==> src/rtl/muldiv_pkg.sv <==
// Shared types and constants for the RV32M iterative multiply/divide unit.
package muldiv_pkg;

    localparam logic [6:0] OPCODE_OP     = 7'b0110011;
    localparam logic [6:0] FUNCT7_MULDIV = 7'b0000001;

    typedef enum logic [2:0] {
        OP_MUL    = 3'b000,
        OP_MULH   = 3'b001,
        OP_MULHSU = 3'b010,
        OP_MULHU  = 3'b011,
        OP_DIV    = 3'b100,
        OP_DIVU   = 3'b101,
        OP_REM    = 3'b110,
        OP_REMU   = 3'b111
    } muldiv_op_t;

    typedef enum logic [1:0] {
        IDLE = 2'd0,
        CALC = 2'd1,
        FIN  = 2'd2
    } muldiv_state_t;

    function automatic logic is_muldiv_instr(input logic [6:0] opcode, input logic [6:0] funct7);
        return (opcode == OPCODE_OP) && (funct7 == FUNCT7_MULDIV);
    endfunction

    function automatic logic is_div(input muldiv_op_t op);
        return op inside {OP_DIV, OP_DIVU, OP_REM, OP_REMU};
    endfunction

    function automatic logic a_is_signed(input muldiv_op_t op);
        return op inside {OP_MULH, OP_MULHSU, OP_DIV, OP_REM};
    endfunction

    function automatic logic b_is_signed(input muldiv_op_t op);
        return op inside {OP_MULH, OP_DIV, OP_REM};
    endfunction

endpackage

==> src/rtl/muldiv_unit.sv <==
// Iterative RV32M multiply/divide unit: shift-add multiply, restoring divide, one bit per cycle.
// Optional MULDIV_EARLY_OUT_EN: zero-operand cases bypass the iteration phase.
module muldiv_unit
    import muldiv_pkg::*;
#(
    parameter int N_Bits = 32
) (
    input  logic              clk,
    input  logic              rst_n,
    input  logic              start,
    input  logic [2:0]        funct3,
    input  logic [N_Bits-1:0] op_a,
    input  logic [N_Bits-1:0] op_b,
    input  logic [4:0]        rd_in,
    input  logic              flush,
    output logic              busy,
    output logic              done,
    output logic              we,
    output logic [4:0]        rd_out,
    output logic [N_Bits-1:0] result
);

    localparam int CW = $clog2(N_Bits);
    localparam logic [N_Bits-1:0] MIN_VAL = {1'b1, {(N_Bits-1){1'b0}}};

    muldiv_state_t state, state_n;
    muldiv_op_t    op_q, op_in;

    logic [CW-1:0]       cnt;
    logic [N_Bits-1:0]   a_mag, b_mag, quo, rem;
    logic [2*N_Bits-1:0] prod;
    logic                neg_res, neg_rem;
    logic [4:0]          rd_q;

    logic                a_neg_in, b_neg_in;
    logic [N_Bits-1:0]   a_mag_in, b_mag_in;
    logic                div_zero, div_ovf, early, special, accept;

    logic [N_Bits:0]     mul_sum, div_shift, div_diff;
    logic                div_ge;
    logic [2*N_Bits-1:0] prod_fix;
    logic [N_Bits-1:0]   quo_fix, rem_fix, fix_res;

    always_comb begin
        op_in    = muldiv_op_t'(funct3);
        a_neg_in = a_is_signed(op_in) & op_a[N_Bits-1];
        b_neg_in = b_is_signed(op_in) & op_b[N_Bits-1];
        a_mag_in = a_neg_in ? -op_a : op_a;
        b_mag_in = b_neg_in ? -op_b : op_b;
        div_zero = is_div(op_in) && (op_b == '0);
        div_ovf  = (op_in == OP_DIV || op_in == OP_REM) && (op_a == MIN_VAL) && (op_b == '1);
`ifdef MULDIV_EARLY_OUT_EN
        early    = is_div(op_in) ? ((op_a == '0) && (op_b != '0))
                                 : ((op_a == '0) || (op_b == '0));
`else
        early    = 1'b0;
`endif
        special  = div_zero | div_ovf | early;
        accept   = (state == IDLE) && start && !flush && !done;
    end

    always_comb begin
        mul_sum   = {1'b0, prod[2*N_Bits-1:N_Bits]} + (prod[0] ? {1'b0, a_mag} : '0);
        div_shift = {rem, quo[N_Bits-1]};
        div_diff  = div_shift - {1'b0, b_mag};
        div_ge    = (div_shift >= {1'b0, b_mag});
    end

    always_comb begin
        prod_fix = neg_res ? -prod : prod;
        quo_fix  = neg_res ? -quo : quo;
        rem_fix  = neg_rem ? -rem : rem;
        case (op_q)
            OP_MUL:                       fix_res = prod_fix[N_Bits-1:0];
            OP_MULH, OP_MULHSU, OP_MULHU: fix_res = prod_fix[2*N_Bits-1:N_Bits];
            OP_DIV, OP_DIVU:              fix_res = quo_fix;
            default:                      fix_res = rem_fix;
        endcase
    end

    always_ff @(posedge clk or negedge rst_n) begin
        if (!rst_n) state <= IDLE;
        else        state <= state_n;
    end

    always_comb begin
        state_n = state;
        case (state)
            IDLE:    if (accept) state_n = special ? FIN : CALC;
            CALC:    if (flush) state_n = IDLE;
                     else if (cnt == CW'(N_Bits-1)) state_n = FIN;
            FIN:     state_n = IDLE;
            default: state_n = IDLE;
        endcase
    end

    // Special cases preload quo/rem so the common FIN fix-up yields the defined result.
    always_ff @(posedge clk or negedge rst_n) begin
        if (!rst_n) begin
            op_q    <= OP_MUL;
            cnt     <= '0;
            a_mag   <= '0;
            b_mag   <= '0;
            quo     <= '0;
            rem     <= '0;
            prod    <= '0;
            neg_res <= 1'b0;
            neg_rem <= 1'b0;
            rd_q    <= '0;
            done    <= 1'b0;
            we      <= 1'b0;
            rd_out  <= '0;
            result  <= '0;
        end else begin
            done <= 1'b0;
            we   <= 1'b0;
            case (state)
                IDLE: if (accept) begin
                    op_q    <= op_in;
                    rd_q    <= rd_in;
                    cnt     <= '0;
                    a_mag   <= a_mag_in;
                    b_mag   <= b_mag_in;
                    neg_res <= a_neg_in ^ b_neg_in;
                    neg_rem <= a_neg_in;
                    prod    <= {{N_Bits{1'b0}}, b_mag_in};
                    quo     <= a_mag_in;
                    rem     <= '0;
                    if (div_zero) begin
                        quo     <= '1;
                        rem     <= a_mag_in;
                        neg_res <= 1'b0;
                    end else if (div_ovf) begin
                        quo     <= MIN_VAL;
                        neg_res <= 1'b0;
                    end else if (early) begin
                        prod <= '0;
                        quo  <= '0;
                    end
                end
                CALC: if (!flush) begin
                    cnt <= cnt + 1'b1;
                    if (is_div(op_q)) begin
                        rem <= div_ge ? div_diff[N_Bits-1:0] : div_shift[N_Bits-1:0];
                        quo <= {quo[N_Bits-2:0], div_ge};
                    end else begin
                        prod <= {mul_sum, prod[N_Bits-1:1]};
                    end
                end
                FIN: if (!flush) begin
                    done   <= 1'b1;
                    we     <= (rd_q != '0);
                    rd_out <= rd_q;
                    result <= fix_res;
                end
                default: ;
            endcase
        end
    end

    assign busy = (state != IDLE) || done;

endmodule

==> config.mk <==
export PLATFORM = sky130hd
export DESIGN_NAME = muldiv_unit
export DESIGN_NICKNAME = d
export VERILOG_FILES = /design/src/rtl/muldiv_pkg.sv /design/src/rtl/muldiv_unit.sv
export SDC_FILE = /design/constraint.sdc
export NUM_CORES = 1
export LEC_CHECK = 0
export ABC_CLOCK_PERIOD_IN_PS = 4100
export BUFFER_PORTS_ARGS = -buffer_cell sky130_fd_sc_hd__clkbuf_2
export CAP_MARGIN = 20
export CORE_AREA = 8 8 260 262
export DETAILED_ROUTE_END_ITERATION = 10
export DIE_AREA = 0 0 268 270
export MAX_ROUTING_LAYER = met4
export PLACE_DENSITY = 0.56
export SYNTH_ARGS = -nofsm -noshare
export SYNTH_HDL_FRONTEND = slang
export SYNTH_SLANG_ARGS = --single-unit
==> constraint.sdc <==
create_clock -name clk -period 4.1 [get_ports clk]
set_clock_uncertainty 0.1 [all_clocks]
set_input_delay 0.41 -clock clk [delete_from_list [all_inputs] [get_ports clk]]
set_output_delay 0.41 -clock clk [all_outputs]
set_load 0.005 [all_outputs]
Word level (Yosys, flattened, before mapping)
Index checks and enable logic that the tools add are counted.
{"block": "totals", "ff_bits": 248, "out_inout_bits": 40, "input_bits": 76}
{"block": "classes", "n_eq_ne": 23, "n_addsub": 8, "order_cmp": 1, "reduce_logical": 28, "n_bitwise": 5, "muxes": 37}
{"cell": "32-bit two-way mux", "n": 15}
{"cell": "64-bit two-way mux", "n": 4}
{"cell": "32-bit negation", "n": 4}
{"cell": "32-bit one-hot mux with 2 select lines", "n": 2}
{"cell": "64-bit one-hot mux with 2 select lines", "n": 1}
{"cell": "32-bit one-hot mux with 3 select lines", "n": 1}
{"cell": "32-bit == test (second input constant)", "n": 2}
{"cell": "64-bit negation", "n": 1}
{"cell": "32-bit by 32-bit adder with 33-bit output", "n": 1}
{"cell": "33-bit by 32-bit >= comparator with 1-bit output", "n": 1}
{"cell": "32-bit logical NOT", "n": 1}
{"cell": "32-bit subtractor", "n": 1}
{"cell": "3-bit == test (second input constant)", "n": 8}
{"cell": "4-bit nonzero test", "n": 3}
{"cell": "5-bit two-way mux", "n": 2}
{"cell": "5-bit one-hot mux with 2 select lines", "n": 1}
{"cell": "3-bit by 2-bit == test with 1-bit output (second input constant)", "n": 3}
{"cell": "2-bit two-way mux", "n": 4}
{"cell": "2-bit != test (second input constant)", "n": 4}
{"cell": "4-bit AND reduction", "n": 2}
{"cell": "3-bit by 1-bit == test with 1-bit output (second input constant)", "n": 2}
{"cell": "1-bit logical AND", "n": 6}
{"cell": "1-bit two-way mux", "n": 6}
{"cell": "2-bit AND reduction", "n": 3}
{"cell": "other kinds (20)", "n": 24}

Longest topological paths before layout
Gate-level depths: netlist of the first run.
{"block": "logic_depth", "word_depth": 8, "depth_mapped": 15}

Worst setup path after synthesis of the first run
Ideal clock, no wire load.
{"block": "synth_timing", "path_type": "reg2reg", "start": "register prod[0]", "end": "register prod[62]", "period_less_slack_ns": 3.376, "t_arrival_ns": 3.122, "setup_slack_ns": 0.724, "stages_incl_launch_ff": 14, "required_ns": 3.845, "path_buffers": 2, "path_cell_list": "dfrtp_1 clkbuf_1 clkbuf_1 and2_1 ha_1 a211o_1 a2111oi_0 o22ai_1 nor4_1 o31ai_1 a31oi_1 o21ai_0 nor3_1 a311oi_1"}
{"block": "synth_between", "elab_chain_len": 5}
{"element": "from (decl)", "line_no": "muldiv_unit.sv:31", "text": "logic [2*N_Bits-1:0] prod;"}
{"element": "from (signal assigned)", "line_no": "muldiv_unit.sv:126", "text": "prod <= {{N_Bits{1'b0}}, b_mag_in};"}
{"element": "from (signal assigned)", "line_no": "muldiv_unit.sv:147", "text": "prod <= {mul_sum, prod[N_Bits-1:1]};"}
{"element": "32-bit two-way mux", "line_no": "muldiv_unit.sv:63", "text": "mul_sum = {1'b0, prod[2*N_Bits-1:N_Bits]} + (prod[0] ? {1'b0, a_mag} : '0);"}
{"element": "32-bit by 32-bit adder with 33-bit output", "line_no": "muldiv_unit.sv:63"}
{"element": "64-bit two-way mux", "line_no": "muldiv_unit.sv:143", "text": "if (is_div(op_q)) begin"}
{"element": "64-bit two-way mux", "line_no": "muldiv_unit.sv:141", "text": "CALC: if (!flush) begin"}
{"element": "64-bit one-hot mux with 2 select lines", "line_no": "muldiv_unit.sv:117", "text": "case (state)"}
No other way between the ends. The select of a mux whose other input is x is not followed.
A chain may end at the register's enable or synchronous reset.

Final worst setup path of the first run
{"block": "layout_timing", "start": "register prod[0]", "end": "register result[4]"}
{"block": "layout_between", "elab_chain_len": 3}
{"element": "64-bit negation", "line_no": "muldiv_unit.sv:70", "text": "prod_fix = neg_res ? -prod : prod;"}
{"element": "64-bit two-way mux", "line_no": "muldiv_unit.sv:70"}
{"element": "32-bit one-hot mux with 3 select lines", "line_no": "muldiv_unit.sv:73", "text": "case (op_q)"}
{"element": "to (signal assigned)", "line_no": "muldiv_unit.sv:154", "text": "result <= fix_res;"}
{"element": "to (decl)", "line_no": "muldiv_unit.sv:20", "text": "output logic [N_Bits-1:0] result"}
No other way between the ends.

==> results.toml, run 1 <==
[run_status]
status = "complete, no violations"

[placement]
dp_slack_ps = 248.2
hpwl_um = 58880
place_congestion = 0.9086
portBuffers = 115

[timing]
tns_ps = 0
setup_ws_ps = 290.5
relSlewSlack = 0.2186
max_clock_freq_mhz = 262.5
fin_crit_ps = 3810
drv_slew = 0
setup_viol = 0
worst_pin_slew_ps = 1164
holdWs_ps = 30.80
finalCritPeriodShare = 0.9292
rsz0062_at_grt = "no"
hold_viol_final = 0

[grt]
grt_pass1_vias = 17660
grt_usage = 0.2084
antenna_found_initial = 3
grt_pass1_wl_um = 113400
grt_overflow = 0
grt_max_degree = 109

[setup_path]
ff2ff_setup_slack_ps = 290
crit_path_cell_trace = "buf_4 -> inv_1 -> ha_1 -> or3b_2 -> nor4_2 -> buf_4 -> a31oi_1 -> xnor2_1 -> nor2_1 -> a2111oi_0 -> buf_4 -> nor2_1"
slowest_stage = "a2111oi_0"
cp-start-kind = "register"
ff2ff_path_depth = 12
path_class = "register to register"
required_ps = 4470
rr_endpoint = "result[4]"
rr_startpoint = "prod[0]"
critPathCaptureType = "register"
crit_fanout = 21
arrival_ps = 4180
startpoint = "prod[0]"
slowest_delay_ps = 950
crit_top_cell = "buf_4"

[route]
drc = 0
drtIter0Drc = 2031
vias = 18730
wl_per_cell_um = 22.69
ant_nets = 0
vias_per_cell = 5.591
first_pass_iters = 5
routed_wirelength_um = 76020

[min_path]
worst_hold_path.endpoint = "op_q[2]"
worstHoldStart = "funct3[2]"
worstHoldPathCells = 3
hold_path.class = "primary input to register"

[synthesis]
ys_ff_latch = 248
netlist_area_um2 = 18800
yosys_warnings = 0
yosys.area.top_type = "dfrtp_1"
synth_nets = 2517
avgSynthCellArea_um2 = 7.942
synth_enable_flop_cells = 0
synthArstFlopShare = 1.000
yosys.area.top_type_share = 0.3301
netlist_top_cells_area = "dfrtp_1, o21ai_0, nand2_1"
synth_ff_type = "dfrtp_1"
netlist_instances = 2367
seq_area_frac_synth = 0.3301
ys_types = 87

[cells_and_area]
multiInputGateArea_um2 = 11840
final_nets = 2617
drive_gt1_frac = 0.1200
fillCellCount = 6709
seqCellArea_um2 = 6208
areaGrowthSynthToFinish_pct = 15.75

[clocking]
cts.clk_slew.worst_paths_ps = 60
h-tree-depth = 1
cts_tree = "done"
cts_setup_buffers = 0
cts_made_buffers = 30
root_buffer = "clkbuf_16"
clock_path_buffers = 3
insertion_delay_ps = 580
cts.sinks = 248

[floorplan]
start_util = 0.2954
ios = 116
num_rows = 93
core_area_um2 = 63650
die_x_um = 268
dieArea_um2 = 72360
die_height_um = 270

[run]
drv_cap = 0

[power]
total_power_mw = 14.45
powerDensity_nw_per_um2 = 664.2
peakVddDrop_mv = 0.3742
power_leakage_nw = 9.275
-- state kept, by name (all words and copies together), names as in the netlist, 32 cells and up --
register and flops:
prod 64, a_mag 32, b_mag 32, quo 32
rem 32, result 32
-- cells in the final DEF, fill, tap and decap left out, types with 72 or more instances in the layout --
cell / netlist / layout
nand2_1: 340 / 339
xor2_1: 102 / 102
ha_1: 72 / 72
dfrtp_1: 248 / 246
a21oi_1: 166 / 166
clkbuf_2: 1 / 114
nor2_1: 163 / 161
xnor2_1: 114 / 114
buf_4: 0 / 80
o21ai_0: 273 / 273
inv_1: 73 / 73
-- how the worst max path moves through the flow --
stage,to,slack (ps),cells after the start
floorplan,prod[62],720,13
global placement,prod[62],230,11
detailed placement,prod[62],250,11
CTS,prod[62],210,11
global route,prod[62],100,11
finish,result[4],290,12
-- Yosys cell counts (all sizes together) (8+ instances only) --
master	n
or3	21
a22oi	8
and2	39
a21oi	166
o221ai	12
xnor2	114
o21bai	8
inv	73
dfrtp	248
a211oi	16
nor2b	16
nand3	37
o211ai	25
nor3	52
nand2	341
a221oi	15
ha	72
buf	14
o41ai	24
nand4	26
nand2b	21
a21o	33
xor2	102
o21a	27
nor2	165
or4	20
mux2i	14
nor4	21
o22ai	30
o31ai	50
nor3b	9
clkbuf	124
and3	14
or2	10
o21ai	274
a31oi	30
-- through the flow --
step                        util  std cells  instance area, um^2
final                     0.3419       3350                21760
after global routing      0.3418       3349                21760
after CTS                 0.3417       3346                21750
after detailed placement  0.3248       3284                20670
after global placement    0.3246       3283                20660
after floorplan                -       2367                18800
-- timing repair --
item	CTS	global route
hold buffers	6	0
endpoints found under the hold margin	77	0
resized for setup	0	1
setup endpoints to repair	0	2
-- kinds of logic after synthesis --
logic type	synth area share
compound gates	0.2605
xor+xnor	0.1006
fa+ha+maj	0.05005
buf+inv	0.04279
flops	0.3301
mux	0.008652
simple gates	0.2073
-- report_power, final --
group	switching [mW]	total, mW	internal [mW]
Clock	1.14	2.75	1.62
Sequential	1.11	4.19	3.08
Combinational	4.58	7.51	2.93
Total	6.83	14.5	7.62
-- metal layers --
layer	vias to the layer above	GRT usage	share of wire
met5	-	-	0
met4	0	0.09043	0.050
met3	128	0.02540	0.065
met1	9131	0.2733	0.43
li1	8756	-	-
met2	714	0.3212	0.45
-- final cells by class --
cell class              count  share of cell area
repair buffers            206             0.06147
diodes                      4           0.0004600
well taps                 855             0.04916
flip-flops and latches    248              0.2853
clock buffers              42             0.04031
multi-input cells        1907              0.5442
clock inverters            14            0.006268
inverters                  74             0.01277
-- critical path: cells and delay by family (launching register included) --
kind | cells | cell delay, ps
AOI/OAI and AO/OA | 2 | 1050
xor gates and xnor gates | 1 | 150
adders and majority gates | 1 | 180
buffers and inverters | 4 | 740
DFF | 1 | 520
and+or+nand+nor | 4 | 960
Power figures use the tool's default switching activity.
==> run 2: changes to the inputs <==
- CORE_AREA: 8 8 260 262 -> 2 2 181 360
- DIE_AREA: 0 0 268 270 -> 0 0 183 362
==> results.toml, run 2 (synthesis gave the netlist of run 1 again) <==
[setup_path]
crit_path_cell_trace = "buf_4 -> and2_1 -> ha_1 -> o21a_1 -> a2111oi_1 -> o22ai_1 -> nor4_1 -> buf_4 -> o31ai_1 -> a31oi_1 -> o21ai_0 -> nor3_1 -> a311oi_1"
required_ps = 4420
cp-start-kind = "register"
ff2ff_setup_slack_ps = 190
crit_fanout = 16
rr_endpoint = "prod[62]"
crit_top_cell = "buf_4"
path_class = "register to register"
slowest_delay_ps = 610
slowest_stage = "a2111oi_1"
critPathCaptureType = "register"
arrival_ps = 4230
rr_startpoint = "prod[0]"
ff2ff_path_depth = 13

[clocking]
cts.clk_slew.worst_paths_ps = 70
cts.sinks = 248
root_buffer = "clkbuf_16"
cts_tree = "done"
insertion_delay_ps = 570
h-tree-depth = 1
cts_made_buffers = 25
cts_setup_buffers = 0
clock_path_buffers = 3

[timing]
rsz0062_at_grt = "no"
drv_slew = 0
finalCritPeriodShare = 0.9531
worst_pin_slew_ps = 988.1
max_clock_freq_mhz = 255.9
fin_crit_ps = 3908
setup_viol = 0
hold_viol_final = 0
relSlewSlack = 0.3413

[grt]
grt_overflow = 0
grt_pass1_wl_um = 122500
grt_max_degree = 88
grt_usage = 0.2558
antenna_found_initial = 1
grt_pass1_vias = 19090

[floorplan]
ios = 116
core_area_um2 = 63600
dieArea_um2 = 66250
num_rows = 131
die_x_um = 183
die_height_um = 362
start_util = 0.2956

[placement]
place_congestion = 1.021
hpwl_um = 66260
place_area_um2 = 20780
portBuffers = 115

[route]
drc = 0
first_pass_iters = 7
vias = 18870
drtIter0Drc = 1415
vias_per_cell = 5.712
routed_wirelength_um = 83080
wl_per_cell_um = 25.15
ant_nets = 0

[run]
drv_cap = 0

[cells_and_area]
fillCellCount = 6685
largest_register = "prod"
layout_common_cells = "nand2_1, o21ai_0, dfrtp_1"
fin_area_um2 = 21680
final_common_cell = "nand2_1"
final_nets = 2637
largest_register_ffs = 64
areaGrowthSynthToFinish_pct = 15.35
utilization = 0.3410
drive_gt1_frac = 0.1250

[min_path]
worst_hold_path.endpoint = "op_q[1]"
worstHoldPathCells = 3
worstHoldStart = "funct3[1]"
hold_path.class = "primary input to register"

[power]
powerDensity_nw_per_um2 = 660.3
power_leakage_nw = 9.295
peakVddDrop_mv = 0.3202

[run_status]
status = "complete, no violations"
run 2: changes by cell type in the layout (fill, tap and decap cells not counted), moves of 2 or more:
cell	delta
buf_4	+26
clkbuf_16	-6
clkbuf_8	-3
clkinv_2	-3
clkinv_4	-2
clkinvlp_4	+2
diode_2	-3
run 2: power by group:
group	total, mW	internal (mW)	switching [mW]
sequential	4.17	3.07	1.09
combinational	7.68	2.99	4.69
clock	2.47	1.37	1.10
total	14.3	7.44	6.88
run 2: layout make-up:
cell class	count	area [um^2]	share of cell area
Sequential cell	248	6208	0.2863
Inverter	74	277.8	0.01281
Clock buffer	33	685.7	0.03162
Multi-Input combinational cell	1907	11840	0.5462
Antenna cell	1	2.502	0.0001154
Timing Repair Buffer	231	1521	0.07016
Clock inverter	12	146.4	0.006751
Tap cell	798	998.5	0.04604
run 2: metrics by stage:
stage                     setup TNS [ps]  hold slack (ps)  power [mW]  instances  setup WS, ps
after floorplan                        0            14.41       8.850       2367         723.6
after global placement                 0            321.7       11.62       3251         12.98
after detailed placement          -62.81            328.8       11.70       3251        -62.81
after CTS                              0            29.60       14.22       3302         26.94
after global routing                   0            68.43       15.17       3304         69.38
final                                  0            68.28       14.32       3304         192.5
run 2: timing repair:
item / in CTS / in global routing
resized for setup: 1 / 1
endpoints found under the setup margin: 1 / 5
endpoints found under the hold margin: 73 / 0
hold buffers: 6 / 0
run 2: worst max path at each step:
stage | start | endpoint | slack [ps] | depth (start not counted)
after global placement | prod[0] | prod[62] | 10 | 13
after CTS | prod[0] | prod[62] | 30 | 13
after global routing | prod[0] | prod[62] | 70 | 13
after floorplan | prod[0] | prod[62] | 720 | 13
final | prod[0] | prod[62] | 190 | 13
after detailed placement | prod[0] | prod[62] | -60 | 13
run 2: critical path: cells and delay by family (launching register included):
kind            cells  cell delay (ps)
buf+inv             2              430
simple gates        3              700
compound gates      7             1660
flops               1              520
fa+ha+maj           1              350
run 2: layer usage:
metal  part of all wire  GRT usage
met5                  0          -
met3              0.045    0.02922
met2               0.49     0.4356
met1               0.34     0.2455
met4               0.12     0.2555
